## src/rtl/pc_fetch_ctrl.sv

```systemverilog
// Fetch-stage sequencer: owns the PC, issues instruction-memory requests and
// feeds the IF/ID register through a one-entry output buffer plus one hold slot.
module pc_fetch_ctrl #(
   parameter logic [31:0] RESET_PC = 32'h0000_3000,
   parameter logic [31:0] NOP_INST = 32'h0000_0013
) (
   input  logic        clk,
   input  logic        rst,
   input  logic        redirect_valid,
   input  logic [31:0] redirect_target,
   output logic        imem_req,
   output logic [31:0] imem_addr,
   input  logic        imem_ready,
   input  logic [31:0] imem_rdata,
   output logic        if_valid,
   output logic [31:0] if_pc,
   output logic [31:0] if_inst,
   input  logic        if_ready,
   output logic [1:0]  dbg_state
);

   // Handshakes: imem transfer when imem_req & imem_ready (imem_addr held until
   // then); IF/ID transfer when if_valid & if_ready.
   typedef enum logic [1:0] {
      IDLE = 2'd0,
      REQ  = 2'd1,
      HOLD = 2'd2,
      KILL = 2'd3
   } state_t;

   state_t      state, state_nxt;
   logic [31:0] pc, pc_nxt;
   logic [31:0] req_addr, req_addr_nxt;
   logic        buf_valid, buf_valid_nxt;
   logic [31:0] buf_pc, buf_pc_nxt;
   logic [31:0] buf_inst, buf_inst_nxt;
   logic [31:0] hold_pc, hold_pc_nxt;
   logic [31:0] hold_inst, hold_inst_nxt;
   logic [31:0] target_aligned;
   logic [31:0] seq_addr;
   logic        buf_free;

   assign target_aligned = {redirect_target[31:2], 2'b00};
   assign seq_addr       = req_addr + 32'd4;
   assign buf_free       = !buf_valid || if_ready;

   always_ff @(posedge clk) begin
      if (rst) begin
         state     <= IDLE;
         pc        <= RESET_PC;
         req_addr  <= RESET_PC;
         buf_valid <= 1'b0;
         buf_pc    <= RESET_PC;
         buf_inst  <= NOP_INST;
         hold_pc   <= 32'h0;
         hold_inst <= 32'h0;
      end else begin
         state     <= state_nxt;
         pc        <= pc_nxt;
         req_addr  <= req_addr_nxt;
         buf_valid <= buf_valid_nxt;
         buf_pc    <= buf_pc_nxt;
         buf_inst  <= buf_inst_nxt;
         hold_pc   <= hold_pc_nxt;
         hold_inst <= hold_inst_nxt;
      end
   end

   always_comb begin
      state_nxt     = state;
      pc_nxt        = pc;
      req_addr_nxt  = req_addr;
      buf_valid_nxt = buf_valid;
      buf_pc_nxt    = buf_pc;
      buf_inst_nxt  = buf_inst;
      hold_pc_nxt   = hold_pc;
      hold_inst_nxt = hold_inst;

      // Consumption first; any refill below overrides it.
      if (buf_valid && if_ready) begin
         buf_valid_nxt = 1'b0;
         buf_inst_nxt  = NOP_INST;
      end

      case (state)
         IDLE: begin
            state_nxt    = REQ;
            req_addr_nxt = pc;
         end
         REQ: begin
            if (imem_ready) begin
               pc_nxt = seq_addr;
               if (buf_free) begin
                  buf_valid_nxt = 1'b1;
                  buf_pc_nxt    = req_addr;
                  buf_inst_nxt  = imem_rdata;
                  req_addr_nxt  = seq_addr;
               end else begin
                  hold_pc_nxt   = req_addr;
                  hold_inst_nxt = imem_rdata;
                  state_nxt     = HOLD;
               end
            end
         end
         HOLD: begin
            if (if_ready) begin
               buf_valid_nxt = 1'b1;
               buf_pc_nxt    = hold_pc;
               buf_inst_nxt  = hold_inst;
               req_addr_nxt  = pc;
               state_nxt     = REQ;
            end
         end
         KILL: begin
            if (imem_ready) begin
               req_addr_nxt = pc;
               state_nxt    = REQ;
            end
         end
         default: state_nxt = IDLE;
      endcase

      // A redirect squashes everything buffered; an in-flight request keeps its
      // address and is drained in KILL.
      if (redirect_valid) begin
         pc_nxt        = target_aligned;
         buf_valid_nxt = 1'b0;
         buf_inst_nxt  = NOP_INST;
         hold_pc_nxt   = hold_pc;
         hold_inst_nxt = hold_inst;
         if (state == KILL || (state == REQ && !imem_ready)) begin
            state_nxt    = KILL;
            req_addr_nxt = req_addr;
         end else begin
            state_nxt    = REQ;
            req_addr_nxt = target_aligned;
         end
      end
   end

   assign imem_req  = (state == REQ) || (state == KILL);
   assign imem_addr = req_addr;
   assign if_valid  = buf_valid;
   assign if_pc     = buf_pc;
   assign if_inst   = buf_inst;
   assign dbg_state = state;

endmodule

```

## config.mk

```make
export PLATFORM = sky130hd
export DESIGN_NAME = pc_fetch_ctrl
export DESIGN_NICKNAME = d
export VERILOG_FILES = /design/src/rtl/pc_fetch_ctrl.sv
export SDC_FILE = /design/constraint.sdc
export NUM_CORES = 1
export LEC_CHECK = 0
export ABC_AREA = 1
export CORE_AREA = 2 2 156 158
export DETAILED_ROUTE_END_ITERATION = 16
export DIE_AREA = 0 0 158 160
export GPL_ROUTABILITY_DRIVEN = 1
export GPL_TIMING_DRIVEN = 0
export HOLD_SLACK_MARGIN = 0.06
export PLACE_DENSITY = 0.68
export SYNTH_ARGS = -nofsm -noshare
export SYNTH_HDL_FRONTEND = slang
export SYNTH_SLANG_ARGS = --single-unit
export TNS_END_PERCENT = 20
```

## constraint.sdc

```tcl
create_clock -name clk -period 4.96 [get_ports clk]
set_clock_uncertainty 0.1 [all_clocks]
set_input_delay 0.744 -clock clk [delete_from_list [all_inputs] [get_ports clk]]
set_output_delay 0.744 -clock clk [all_outputs]
set_load 0.01 [all_outputs]
```

==> run summary, run 1 <==
status = completed
vias in the first global route = 9,065
crit path DAT = 2.07 ns
Core Rows = 57
leakage power = 4.65 nW
share of layout cells above drive strength 1 = 6.05%
GPL Wtd Cong = 0.975
Crit Reg-Reg Startpoint = dbg_state[0]$_SDFFE_PP0P_
Initial DRC Count = 683
Hold Vio Cnt, Final = 0
FF+latch count, synth = 195
type of the worst min-delay path = flop to flop
syn nets = 1,446
Crit Path Category = flop to output port
clk_lat worst skew = 0.44 ns
Final setup viols = 0
CTS clock-pin slew for the worst setup and hold paths = 0.08 ns
Via density = 5.11
Worst setup startpoint = dbg_state[0]$_SDFFE_PP0P_
H-tree depth = 4
CTS Root Cell = clkbuf_16
Pre-antenna DRT Iters = 5
Final min period = 2.91 ns
io pins = 169
die width = 158 um
Worst Path Required = 4.12 ns
drt wl/cell = 16.2 um
Final HPWL DP = 23,100 um
deepest clock path buffer count = 2
critical path capture point type = output port
Post-Syn Area = 0.00925 sq mm
Slew headroom = 47.2%
pin count of the biggest net entering global routing = 20
core area = 0.0238 sq mm
drc violations = 0
Final ANT Viol Nets = 0
synth warn = 0
initial core utilization = 38.8%
via count = 9,687
Setup TNS = 0 ns
flop2flop setup slack = 2.64 ns
R2R Path End = imem_addr[26]$_SDFFE_PP0P_
type of origin of the critical path = flop
PD cells = 341 mW/mm^2
first-pass GRT wire length = 47,800 um
max cap viols = 0
Seq/Total Area, Yosys = 42.2%
initial antenna violation count = 2
Peak VDD IR = 0.217 mV
syn avg cell area = 6.74 sq um
Max Fclk = 0.344 GHz
RSZ-0062 raised after global routing = no
CTS Sinks = 195
Total Routing Usage GR = 24.3%
post_cts resized = 0
FILL cells = 2,482
die span in y = 160 um
GRT Residual Overflow = 0
Final Cycle Share = 58.7%
Nets = 1,629
port bufs = 164
commonest non-fill, non-tap cell in the layout = nand2_1
critical-path maximum fanout = 10
Worst Tran Pin Value = 0.792 ns
Slew Viols, Final = 0
post-CTS setup repair buffer count = 0
R2R depth = 8
most frequent cells in the layout = 318 x nand2_1, 221 x o21ai_0, 195 x dfxtp_1, 164 x clkdlybuf4s50_1, 150 x a21oi_1
CTS tree = built
DRT Wirelength = 30,800 um
Design Power = 4.06 mW
cells after synthesis = 1,373
Netlist cell types = 36
worst setup path endpoint = imem_req
Area Growth Syn to Fin = 28.5%
Die Footprint = 0.0253 sq mm
TritonCTS Buffers = 17
Post-CTS Hold Fix Bufs = 0
-- worst max-delay path: stages, from the launching register on --
cell,delay [ns]
dfxtp_1,0.41
ha_1,0.30
buf_6,0.18
inv_2,0.08
nand2_2,0.07
clkdlybuf4s50_1,0.58
-- power by group --
group	leakage [nW]	switching, mW	internal (mW)
Combinational	2.78	0.524	0.360
Sequential	1.59	0.106	1.67
Clock	0.281	0.682	0.716
-- metrics by stage --
step | utilization (%) | worst slack (ns) | hold slack [ns] | cells | area, sq um
5_1_grt | 49.9 | 1.95 | 0.379 | 1893 | 11900
3_3_place_gp | 47.4 | 2.04 | 0.349 | 1861 | 11300
6_report | 49.9 | 2.05 | 0.367 | 1894 | 11900
2_1_floorplan | - | 3.01 | 0.340 | 1373 | 9250
4_1_cts | 49.9 | 2.04 | 0.369 | 1893 | 11900
3_5_place_dp | 47.4 | 2.03 | 0.351 | 1861 | 11300
-- cell type report --
class | count | area, sq um | share of cell area (%)
Multi-Input combinational cell | 965 | 4460 | 37.5
Antenna cell | 1 | 2.50 | 0.0210
Buffer | 74 | 364 | 3.06
Clock inverter | 15 | 165 | 1.39
Tap cell | 324 | 405 | 3.41
Sequential cell | 195 | 3900 | 32.8
Clock buffer | 17 | 425 | 3.58
Timing Repair Buffer | 164 | 1640 | 13.8
Inverter | 139 | 527 | 4.43
-- state kept, by name, indices dropped and copies added, names as in the netlist --
signal,flops
if_inst,32
if_valid,1
hold_pc,32
pc,32
dbg_state,2
imem_addr,32
if_pc,32
hold_inst,32
-- per-layer routing --
layer	GRT usage, %	up-vias	share of wire [%]
met1	30.6	4398	42
li1	-	4842	-
met5	0	-	0.036
met3	6.32	76	7.6
met4	9.71	2	3.7
met2	39.5	369	46
-- Yosys cell counts --
cell type	number	area share (%)
a211oi_1	2	0.16
a21oi_1	150	8.1
a31oi_1	7	0.47
a32o_1	3	0.32
and2_1	2	0.14
buf_1	2	0.081
buf_2	21	1.1
buf_4	7	0.57
buf_6	4	0.49
clkbuf_1	37	1.5
clkbuf_2	3	0.16
clkinv_1	3	0.12
dfxtp_1	195	42
ha_1	4	0.54
inv_1	128	5.2
inv_2	6	0.24
inv_4	2	0.14
mux2i_1	2	0.22
nand2_1	318	13
nand2_2	5	0.34
nand2_4	3	0.37
nand3_1	62	3.4
nand3b_1	1	0.081
nand4_1	7	0.47
nor2_1	144	5.8
nor2_2	6	0.41
nor2_4	2	0.24
nor2_8	1	0.22
o211ai_1	3	0.24
o21ai_0	221	12
o21ai_1	3	0.16
o21ai_2	2	0.19
o221ai_1	1	0.095
o22ai_1	6	0.41
or2_2	1	0.068
xor2_1	9	0.85
-- cell families after synthesis --
logic type	synth area share, %
simple gates	24.4
compound gates	22.1
buf+inv	9.63
flops	42.2
xor+xnor	0.852
fa+ha+maj	0.541
mux	0.216
-- worst min-delay path by stage --
stage                                   end  cells past startpoint               startpoint  slack [ns]
finish               if_inst[25]$_SDFF_PP0_                      2   if_inst[25]$_SDFF_PP0_        0.37
floorplan           hold_pc[0]$_SDFFE_PP0P_                      2  hold_pc[0]$_SDFFE_PP0P_        0.34
global route         if_inst[21]$_SDFF_PP0_                      2   if_inst[21]$_SDFF_PP0_        0.38
global placement    hold_pc[1]$_SDFFE_PP0P_                      2  hold_pc[1]$_SDFFE_PP0P_        0.35
detailed placement   if_inst[21]$_SDFF_PP0_                      2   if_inst[21]$_SDFF_PP0_        0.35
CTS                      pc[1]$_SDFFE_PP0P_                      2       pc[1]$_SDFFE_PP0P_        0.37
No activity file was read; power rests on OpenSTA's default activity.
==> run 2: changes to the inputs <==
Settings changed: PLACE_DENSITY 0.68 to 0.7.
Clock period 4.96 ns to 2.35 ns, I/O delays scaled along.
==> run 2 against run 1 <==
- worst setup slack got worse by 1.9 ns
- sequential share of layout area decreased by 0.068 points
- global-route usage increased by 0.31 points
- combinational power increased by 110%
- clock power increased by 120%
- clock-buffer cell count unchanged
- critical path type unchanged
==> run summary, run 2 (synthesis gave the netlist of run 1 again) <==
Pre-antenna DRT Iters = 5
H-tree depth = 4
Final HPWL DP = 23,200 um
met1 GRT Util = 30.5%
deepest clock path buffer count = 2
TritonCTS Buffers = 17
via count = 9,742
CTS Root Cell = clkbuf_16
Switching Share = 32.9%
Non-Filler Instances = 1,894
Area Growth Syn to Fin = 28.9%
P_sw = 2.85 mW
status = completed
critical path capture point type = output port
Initial DRC Count = 663
die span in y = 160 um
clk_lat worst skew = 0.45 ns
flop2flop setup slack = 0.16 ns
Final Cycle Share = 94.6%
drc violations = 0
CTS tree = built
Post-CTS Hold Fix Bufs = 0
FILL cells = 2,473
Final setup viols = 0
Worst Tran Pin Value = 0.789 ns
Finished Cell Area = 0.0119 sq mm
Hold Vio Cnt, Final = 0
R2R Path End = imem_addr[26]$_SDFFE_PP0P_
CTS Sinks = 195
Placement Cell Area = 0.0113 sq mm
die width = 158 um
R2R depth = 9
Die Footprint = 0.0253 sq mm
Setup TNS = 0 ns
Slew headroom = 47.4%
vias in the first global route = 9,366
Core Rows = 57
initial antenna violation count = 0
GPL Wtd Cong = 0.979
Total Routing Usage GR = 24.6%
met3 Usage GRT = 6.65%
first-pass GRT wire length = 48,300 um
DRT Wirelength = 31,000 um
Final WS setup = 0.128 ns
Crit Path Category = flop to output port
PD cells = 728 mW/mm^2
share of layout cells above drive strength 1 = 6.44%
io pins = 169
met2 Usage GRT = 40.1%
Peak VDD IR = 0.428 mV
Worst setup startpoint = dbg_state[1]$_SDFFE_PP0P_
Design Power = 8.67 mW
port bufs = 164
Slew Viols, Final = 0
Pint = 5.82 mW
RSZ-0062 raised after global routing = no
Nets = 1,629
critical-path maximum fanout = 10
Gate power share = 21.6%
Via density = 5.14
post-CTS setup repair buffer count = 0
Worst Path Required = 1.90 ns
core area = 0.0238 sq mm
register share of total power = 43.2%
Clk network pwr share = 35.2%
drt wl/cell = 16.3 um
GRT Residual Overflow = 0
CTS clock-pin slew for the worst setup and hold paths = 0.07 ns
Inst Count DP = 1,861
pin count of the biggest net entering global routing = 21
Crit Reg-Reg Startpoint = dbg_state[1]$_SDFFE_PP0P_
initial core utilization = 38.8%
worst setup path endpoint = imem_req
Final ANT Viol Nets = 0
Final min period = 2.22 ns
type of origin of the critical path = flop
leakage power = 4.67 nW
busiest grt layer = met2
min-delay src = rst
type of the worst min-delay path = input pin to flop
most frequent cells in the layout = 318 x nand2_1, 221 x o21ai_0, 194 x dfxtp_1, 163 x clkdlybuf4s50_1, 150 x a21oi_1
max cap viols = 0
crit path DAT = 1.77 ns
Max Fclk = 0.450 GHz
commonest non-fill, non-tap cell in the layout = nand2_1
setup slack at placement = -0.180 ns
==> run 2: what timing repair did <==
item,CTS,global route
endpoints found under the setup margin,1,16
hold endpoints to repair,0,0
resized for setup,3,6
==> run 2: worst min-delay path by stage <==
stage / end / slack [ns] / cells after the start
2_1_floorplan: hold_pc[0]$_SDFFE_PP0P_ / 0.34 / 2
3_3_place_gp: if_pc[12]$_SDFFE_PP1P_ / 0.35 / 2
3_5_place_dp: if_pc[12]$_SDFFE_PP1P_ / 0.35 / 2
4_1_cts: hold_pc[2]$_SDFFE_PP0P_ / 0.12 / 2
5_1_grt: hold_pc[2]$_SDFFE_PP0P_ / 0.15 / 2
6_report: hold_pc[2]$_SDFFE_PP0P_ / 0.13 / 2
==> run 2: cell type report <==
type	count	area [sq um]	area share, %
clock buffers	17	425	3.57
clock inverters	15	185	1.55
plain buffers	74	367	3.08
repair buffers	164	1640	13.8
diodes	1	2.50	0.0210
well taps	324	405	3.40
multi-input cells	965	4460	37.4
inverters	139	531	4.45
flip-flops and latches	195	3910	32.8
==> run 2: metal layers <==
layer	wire, um	vias up	part of all wire, %
li1	-	4824	-
met1	13000	4474	42
met2	14200	368	46
met3	2460	76	8.0
met4	1250	0	4.0
met5	0	-	0
==> run 2: power by group through the flow <==
stage	Clock, mW	Sequential [mW]	Combinational (mW)
final	3.05	3.75	1.87
after global routing	3.22	3.78	2.06
after CTS	3.08	3.75	1.87
after detailed placement	0	3.82	1.86
after global placement	0	3.82	1.84
after floorplan	0	3.84	0.922
==> run 2: metrics by stage <==
step	hold slack (ns)	utilization, %
finish	0.128	50.0
global route	0.149	50.0
CTS	0.120	50.0
detailed placement	0.347	47.4
global placement	0.346	47.4
floorplan	0.340	-
==> run 2: worst max-delay path: stages (launching register included) <==
cell	delay [ns]
dfxtp_1	0.38
inv_1	0.08
ha_2	0.21
buf_6	0.15
inv_2	0.12
nand2_2	0.08
dlygate4sd2_1	0.30
